**src/rtl/half_pkg.sv**
```systemverilog
// Shared binary16 constants, field layout and operand classification for the
// half-precision multiply/divide datapath.
package half_pkg;

   localparam int HALF_EXP_W  = 5;
   localparam int HALF_MANT_W = 10;
   localparam int HALF_SIG_W  = HALF_MANT_W + 1;

   localparam logic [HALF_EXP_W-1:0] HALF_EXP_BIAS = 5'd15;
   localparam logic [HALF_EXP_W-1:0] HALF_EXP_MAX  = 5'd31;
   localparam logic [15:0]           HALF_QNAN     = 16'h7E00;
   localparam logic [15:0]           HALF_PINF     = 16'h7C00;

   typedef struct packed {
      logic                   sign;
      logic [HALF_EXP_W-1:0]  exp;
      logic [HALF_MANT_W-1:0] mant;
   } half_t;

   typedef enum logic [1:0] {
      ST_IDLE,
      ST_MUL,
      ST_NORM,
      ST_DONE
   } mul_state_t;

   typedef enum logic [1:0] {
      CLS_ZERO,
      CLS_NORM,
      CLS_INF
   } half_class_t;

   // Subnormals collapse to zero; every exp==31 encoding behaves as infinity.
   function automatic half_class_t classify(input half_t h);
      if (h.exp == '0)
         return CLS_ZERO;
      else if (h.exp == HALF_EXP_MAX)
         return CLS_INF;
      else
         return CLS_NORM;
   endfunction

endpackage

```
**src/rtl/shift_add_multiply.sv**
```systemverilog
// Unsigned iterative shift-add multiplier; consumes BITS_PER_CYCLE multiplier
// bits per cycle after a start pulse and holds done until the next start.
module shift_add_multiply #(
   parameter int WIDTH          = 11,
   parameter int BITS_PER_CYCLE = 1
) (
   input  logic               clk,
   input  logic               rst,
   input  logic               start,
   input  logic [WIDTH-1:0]   a,
   input  logic [WIDTH-1:0]   b,
   output logic               done,
   output logic [2*WIDTH-1:0] p
);

   localparam int ITERS = (WIDTH + BITS_PER_CYCLE - 1) / BITS_PER_CYCLE;
   localparam int MW    = ITERS * BITS_PER_CYCLE;
   localparam int AW    = WIDTH + MW;
   localparam int CW    = $clog2(ITERS + 1);

   logic [AW-1:0] acc_p0;
   logic [AW-1:0] mcand_p0;
   logic [MW-1:0] mplier_p0;
   logic [AW-1:0] addend;
   logic [CW-1:0] cnt;
   logic          busy;
   logic          step;

   assign step = busy && (cnt != '0);
   assign done = busy && (cnt == '0);
   assign p    = acc_p0[2*WIDTH-1:0];

   always_comb begin
      addend = '0;
      for (int j = 0; j < BITS_PER_CYCLE; j++)
         if (mplier_p0[j])
            addend = addend + (mcand_p0 << j);
   end

   always_ff @(posedge clk) begin
      if (rst) begin
         busy <= 1'b0;
         cnt  <= '0;
      end else if (start) begin
         busy <= 1'b1;
         cnt  <= CW'(ITERS);
      end else if (step) begin
         cnt  <= cnt - 1'b1;
      end
   end

   // Iteration stage: accumulate the current digit, then advance both operands.
   always_ff @(posedge clk) begin
      if (start) begin
         acc_p0    <= '0;
         mcand_p0  <= AW'(a);
         mplier_p0 <= MW'(b);
      end else if (step) begin
         acc_p0    <= acc_p0 + addend;
         mcand_p0  <= mcand_p0 << BITS_PER_CYCLE;
         mplier_p0 <= mplier_p0 >> BITS_PER_CYCLE;
      end
   end

endmodule

```
**src/rtl/half_multiply.sv**
```systemverilog
// Multi-cycle binary16 multiplier with ready/valid handshakes.
// Optional HALF_MULTIPLY_ROUND_EN selects round-to-nearest-even instead of truncation.
module half_multiply
   import half_pkg::*;
#(
   parameter int BITS_PER_CYCLE = 1
) (
   input  logic        clk,
   input  logic        rst,
   input  logic        in_valid,
   output logic        in_ready,
   input  logic [15:0] a,
   input  logic [15:0] b,
   output logic        out_valid,
   input  logic        out_ready,
   output logic [15:0] c
);

   mul_state_t state, state_nxt;
   half_t      a_p0, b_p0;
   logic       accept;
   logic       mul_done;
   logic [2*HALF_SIG_W-1:0] prod;

   logic                   sign;
   half_class_t            cls_a, cls_b;
   logic signed [6:0]      e_sum, e_norm, e_fin;
   logic [HALF_MANT_W-1:0] mant_t, mant_fin;
   logic [15:0]            result;

`ifdef HALF_MULTIPLY_ROUND_EN
   logic        grd, stk;
   logic [10:0] rnd;

   function automatic logic [10:0] round_rne(input logic [9:0] mant,
                                             input logic g, input logic s);
      logic up;
      up = g & (s | mant[0]);
      return {1'b0, mant} + {10'd0, up};
   endfunction
`else
   logic unused_lsbs;
   assign unused_lsbs = ^prod[9:0];
`endif

   // Finite results never produce subnormals: underflow flushes, overflow saturates to inf.
   function automatic logic [15:0] pack_finite(input logic sgn,
                                               input logic signed [6:0] e,
                                               input logic [9:0] mant);
      if (e <= 7'sd0)
         return {sgn, 15'd0};
      else if (e >= 7'sd31)
         return {sgn, HALF_EXP_MAX, 10'd0};
      else
         return {sgn, e[4:0], mant};
   endfunction

   assign accept = in_valid && in_ready;

   shift_add_multiply #(
      .WIDTH          (HALF_SIG_W),
      .BITS_PER_CYCLE (BITS_PER_CYCLE)
   ) u_sig_mul (
      .clk   (clk),
      .rst   (rst),
      .start (accept),
      .a     ({1'b1, a[9:0]}),
      .b     ({1'b1, b[9:0]}),
      .done  (mul_done),
      .p     (prod)
   );

   always_ff @(posedge clk) begin
      if (rst)
         state <= ST_IDLE;
      else
         state <= state_nxt;
   end

   always_comb begin
      state_nxt = state;
      in_ready  = 1'b0;
      out_valid = 1'b0;
      case (state)
         ST_IDLE: begin
            in_ready = 1'b1;
            if (in_valid)
               state_nxt = ST_MUL;
         end
         ST_MUL:  if (mul_done) state_nxt = ST_NORM;
         ST_NORM: state_nxt = ST_DONE;
         ST_DONE: begin
            out_valid = 1'b1;
            if (out_ready)
               state_nxt = ST_IDLE;
         end
         default: state_nxt = ST_IDLE;
      endcase
   end

   // Capture stage: operands held for the special-case and exponent logic.
   always_ff @(posedge clk) begin
      if (accept) begin
         a_p0 <= half_t'(a);
         b_p0 <= half_t'(b);
      end
   end

   always_comb begin
      sign   = a_p0.sign ^ b_p0.sign;
      cls_a  = classify(a_p0);
      cls_b  = classify(b_p0);
      e_sum  = $signed({2'b00, a_p0.exp}) + $signed({2'b00, b_p0.exp})
               - $signed({2'b00, HALF_EXP_BIAS});
      e_norm = prod[21] ? e_sum + 7'sd1 : e_sum;
      mant_t = prod[21] ? prod[20:11] : prod[19:10];
`ifdef HALF_MULTIPLY_ROUND_EN
      grd      = prod[21] ? prod[10] : prod[9];
      stk      = prod[21] ? |prod[9:0] : |prod[8:0];
      rnd      = round_rne(mant_t, grd, stk);
      e_fin    = rnd[10] ? e_norm + 7'sd1 : e_norm;
      mant_fin = rnd[9:0];
`else
      e_fin    = e_norm;
      mant_fin = mant_t;
`endif
      if ((cls_a == CLS_ZERO && cls_b == CLS_INF) || (cls_a == CLS_INF && cls_b == CLS_ZERO))
         result = HALF_QNAN;
      else if (cls_a == CLS_INF || cls_b == CLS_INF)
         result = {sign, HALF_PINF[14:0]};
      else if (cls_a == CLS_ZERO || cls_b == CLS_ZERO)
         result = {sign, 15'd0};
      else
         result = pack_finite(sign, e_fin, mant_fin);
   end

   // Normalise/pack stage: result registered once, held through DONE.
   always_ff @(posedge clk) begin
      if (rst)
         c <= 16'h0000;
      else if (state == ST_NORM)
         c <= result;
   end

endmodule

```
**config.mk**
```make
export PLATFORM = sky130hd
export DESIGN_NAME = half_multiply
export DESIGN_NICKNAME = d
export VERILOG_FILES = /design/src/rtl/half_pkg.sv /design/src/rtl/shift_add_multiply.sv /design/src/rtl/half_multiply.sv
export SDC_FILE = /design/constraint.sdc
export NUM_CORES = 1
export LEC_CHECK = 0
export ABC_AREA = 1
export BUFFER_PORTS_ARGS = -buffer_cell sky130_fd_sc_hd__buf_2
export CORE_MARGIN = 2
export CORE_UTILIZATION = 35
export CTS_CLUSTER_SIZE = 16
export DETAILED_ROUTE_END_ITERATION = 7
export GPL_TIMING_DRIVEN = 1
export REMOVE_ABC_BUFFERS = 1
export SYNTH_ARGS = -nofsm -noshare
export SYNTH_HDL_FRONTEND = slang
export SYNTH_HIERARCHICAL = 1
export SYNTH_SLANG_ARGS = --single-unit
```
**constraint.sdc**
```tcl
create_clock -name clk -period 3.48 [get_ports clk]
set_input_delay 0.348 -clock clk [delete_from_list [all_inputs] [get_ports clk]]
set_output_delay 0.348 -clock clk [all_outputs]
set_load 0.005 [all_outputs]
```
==> flow_metrics.env <==
export IMPL_status="finished clean"
export IMPL_min_path_type="in2reg"
export IMPL_numClockSinks=90
export IMPL_hold_viol=0
export IMPL_worstSetupEndpointType="flop"
export IMPL_clk_latency_ps=360
export IMPL_yosysTopAreaCell="dfxtp_1"
export IMPL_setup_tns_ps=0
export IMPL_cts_tree="done"
export IMPL_drive_gt1_share_pct=10.3
export IMPL_leakage_nw=3.64
export IMPL_peakVddDrop_mv=0.367
export IMPL_cts_resized=0
export IMPL_power_per_cell_area_mw_per_mm2=859
export IMPL_synthArstFlopShare_pct=0
export IMPL_cts_hold_buf=0
export IMPL_synthTopCellsByArea="dfxtp_1 19%, nand2_1 18%, edfxtp_1 17%, inv_1 9.7%, nor2_1 9.3%"
export IMPL_drtIter0Drc=213
export IMPL_nNetsFinal=1034
export IMPL_reg2reg_depth=16
export IMPL_startpoint_type="flop"
export IMPL_core_sq_mm=0.0165
export IMPL_hold_depth=1
export IMPL_area_growth_pct=13.6
export IMPL_critPathArrivalTime_ps=2980
export IMPL_cap_violations=0
export IMPL_ant_nets=0
export IMPL_dp_hpwl_um=9700
export IMPL_io_buffers=53
export IMPL_whs_ps=160
export IMPL_tightestPinTransition_ps=643
export IMPL_layout_min_cycle_time_ps=2730
export IMPL_start_util_pct=35.8
export IMPL_yosysTopAreaCellShare_pct=19.0
export IMPL_postSynthCellCount=911
export IMPL_vias=5214
export IMPL_dr_pass1_iters=4
export IMPL_grt_total_usage_pct=15.7
export IMPL_grt_pass1_wl_um=22800
export IMPL_synth_cell_types=33
export IMPL_htreeDepth=3
export IMPL_fin_cells=1185
export IMPL_path_max_fanout=12
export IMPL_rsz0062_at_grt="no"
export IMPL_die_h_um=134
export IMPL_antenna_found_initial=0
export IMPL_place_inst=1169
export IMPL_p_total_mw=5.77
export IMPL_overflow=0
export IMPL_wl_per_cell_um=11.0
export IMPL_routed_wl_um=13100
export IMPL_cp_required_ps=3730
export IMPL_grt_start_max_net_pins=54
export IMPL_place_congestion=0.845
export IMPL_cts_root_buf="clkbuf_16"
export IMPL_viasPerCell=4.40
export IMPL_yosysMostFrequentCell="nand2_1"
export IMPL_grt_pass1_vias=4962
export IMPL_period_share_pct=78.5
export IMPL_cts_setup_buffers=0
export IMPL_syn_area_sq_mm=0.00591
export IMPL_drc_errors=0
export IMPL_ys_seq_area_share_pct=36.2
export IMPL_clk_path_buf_depth=2
export IMPL_max_slew_margin_pct=57.1
export IMPL_fp_row_count=47
export IMPL_synth_main_ff_cell="dfxtp_1"
export IMPL_syn_area_per_cell_sq_um=6.49
export IMPL_cts_buffers=9
export IMPL_slew_viol_final=0
export IMPL_yosys_warnings=6
export IMPL_die_w_um=134
export IMPL_antenna_cells=0
export IMPL_final_setup_viol_count=0
export IMPL_ioPinCount=54
export IMPL_max_clock_freq_mhz=366
export IMPL_ys_ff_latch=90
export IMPL_path_class="reg2reg"
export IMPL_synthTopCellsByCount="291 x nand2_1, 153 x inv_1, 146 x nor2_1"
export IMPL_clk_transition_reported_paths_ps=70
export IMPL_synth_edf_count=34
export IMPL_design_die_area_sq_mm=0.0179
export IMPL_fin_worst_skew_ps=10.9
-- layer usage --
metal | GRT usage, % | routed length (um)
met5 | 0 | 0
met4 | 6.09 | 259
met3 | 3.48 | 467
met2 | 26.7 | 5960
met1 | 19.3 | 6400
-- critical path, stage by stage (launching register included) --
cell and delay (ps):
edfxtp_1 410, ha_1 320, ha_1 230, fa_1 540, nand2_1 80, inv_1 60
nand2_1 60, nand2_1 60, nand2_1 100, nor2_1 120, nand3_1 80, nand2_1 130
nand2_2 170, nand2_1 100, nor2_1 40, nor2_1 80, nor2_1 40
-- final cells by class --
cell class              count  area [sq um]
fillers                  1764          9810
clock buffers              13           273
multi-input cells         642          3080
well taps                 220           275
flip-flops and latches     90          2140
repair buffers             61           325
inverters                 156           586
clock inverters             3          28.8
-- registers in the layout (all words and copies together), names as in the netlist --
name	cells
u_sig_mul/cnt	4
u_sig_mul/mplier_p0	11
b_p0	6
u_sig_mul/p	22
c	16
state	2
a_p0	6
u_sig_mul/busy	1
u_sig_mul/mcand_p0	22
-- power breakdown --
part | total [mW] | leakage, nW | internal (mW) | switching [mW]
registers | 1.90 | 0.789 | 1.60 | 0.296
clock network | 1.00 | 0.150 | 0.560 | 0.443
logic | 2.87 | 2.70 | 1.01 | 1.86
total | 5.77 | 3.64 | 3.17 | 2.60
-- cells by family (layout without fill, tap and decap cells) --
family,after synthesis,after routing,share of synthesized area [%]
and+or+nand+nor,505,505,34.3
adders and majority gates,38,38,8.30
xor gates and xnor gates,11,11,1.63
DFF,90,90,36.2
other,1,2,0.0634
buffers and inverters,180,233,11.7
AOI/OAI and AO/OA,86,86,7.83
-- layout by cell type, fill, tap and decap left out, types with 31 or more instances in the layout --
cell / count
buf_2: 53
dfxtp_1: 56
nand3_1: 42
nor2_1: 146
inv_1: 152
edfxtp_1: 34
nand2_1: 291
ha_1: 36
o21ai_0: 42
a21oi_1: 31
-- final timing paths --
path / startpoint / to / slack [ps]
setup reg to reg: a_p0[11] / c[4] / 750
setup / recovery: a_p0[11] / c[4] / 750
hold reg to reg: c[2] / c[2] / 470
hold / removal: b[15] / b_p0[15] / 160
-- through the flow --
stage	worst slack (ps)	area, sq um	util, %
4_1_cts	741	6710	40.6
5_1_grt	452	6710	40.6
3_5_place_dp	737	6410	38.8
2_1_floorplan	224	5810	-
3_3_place_gp	806	6410	38.8
6_report	747	6710	40.6
Power figures use the tool's default switching activity.
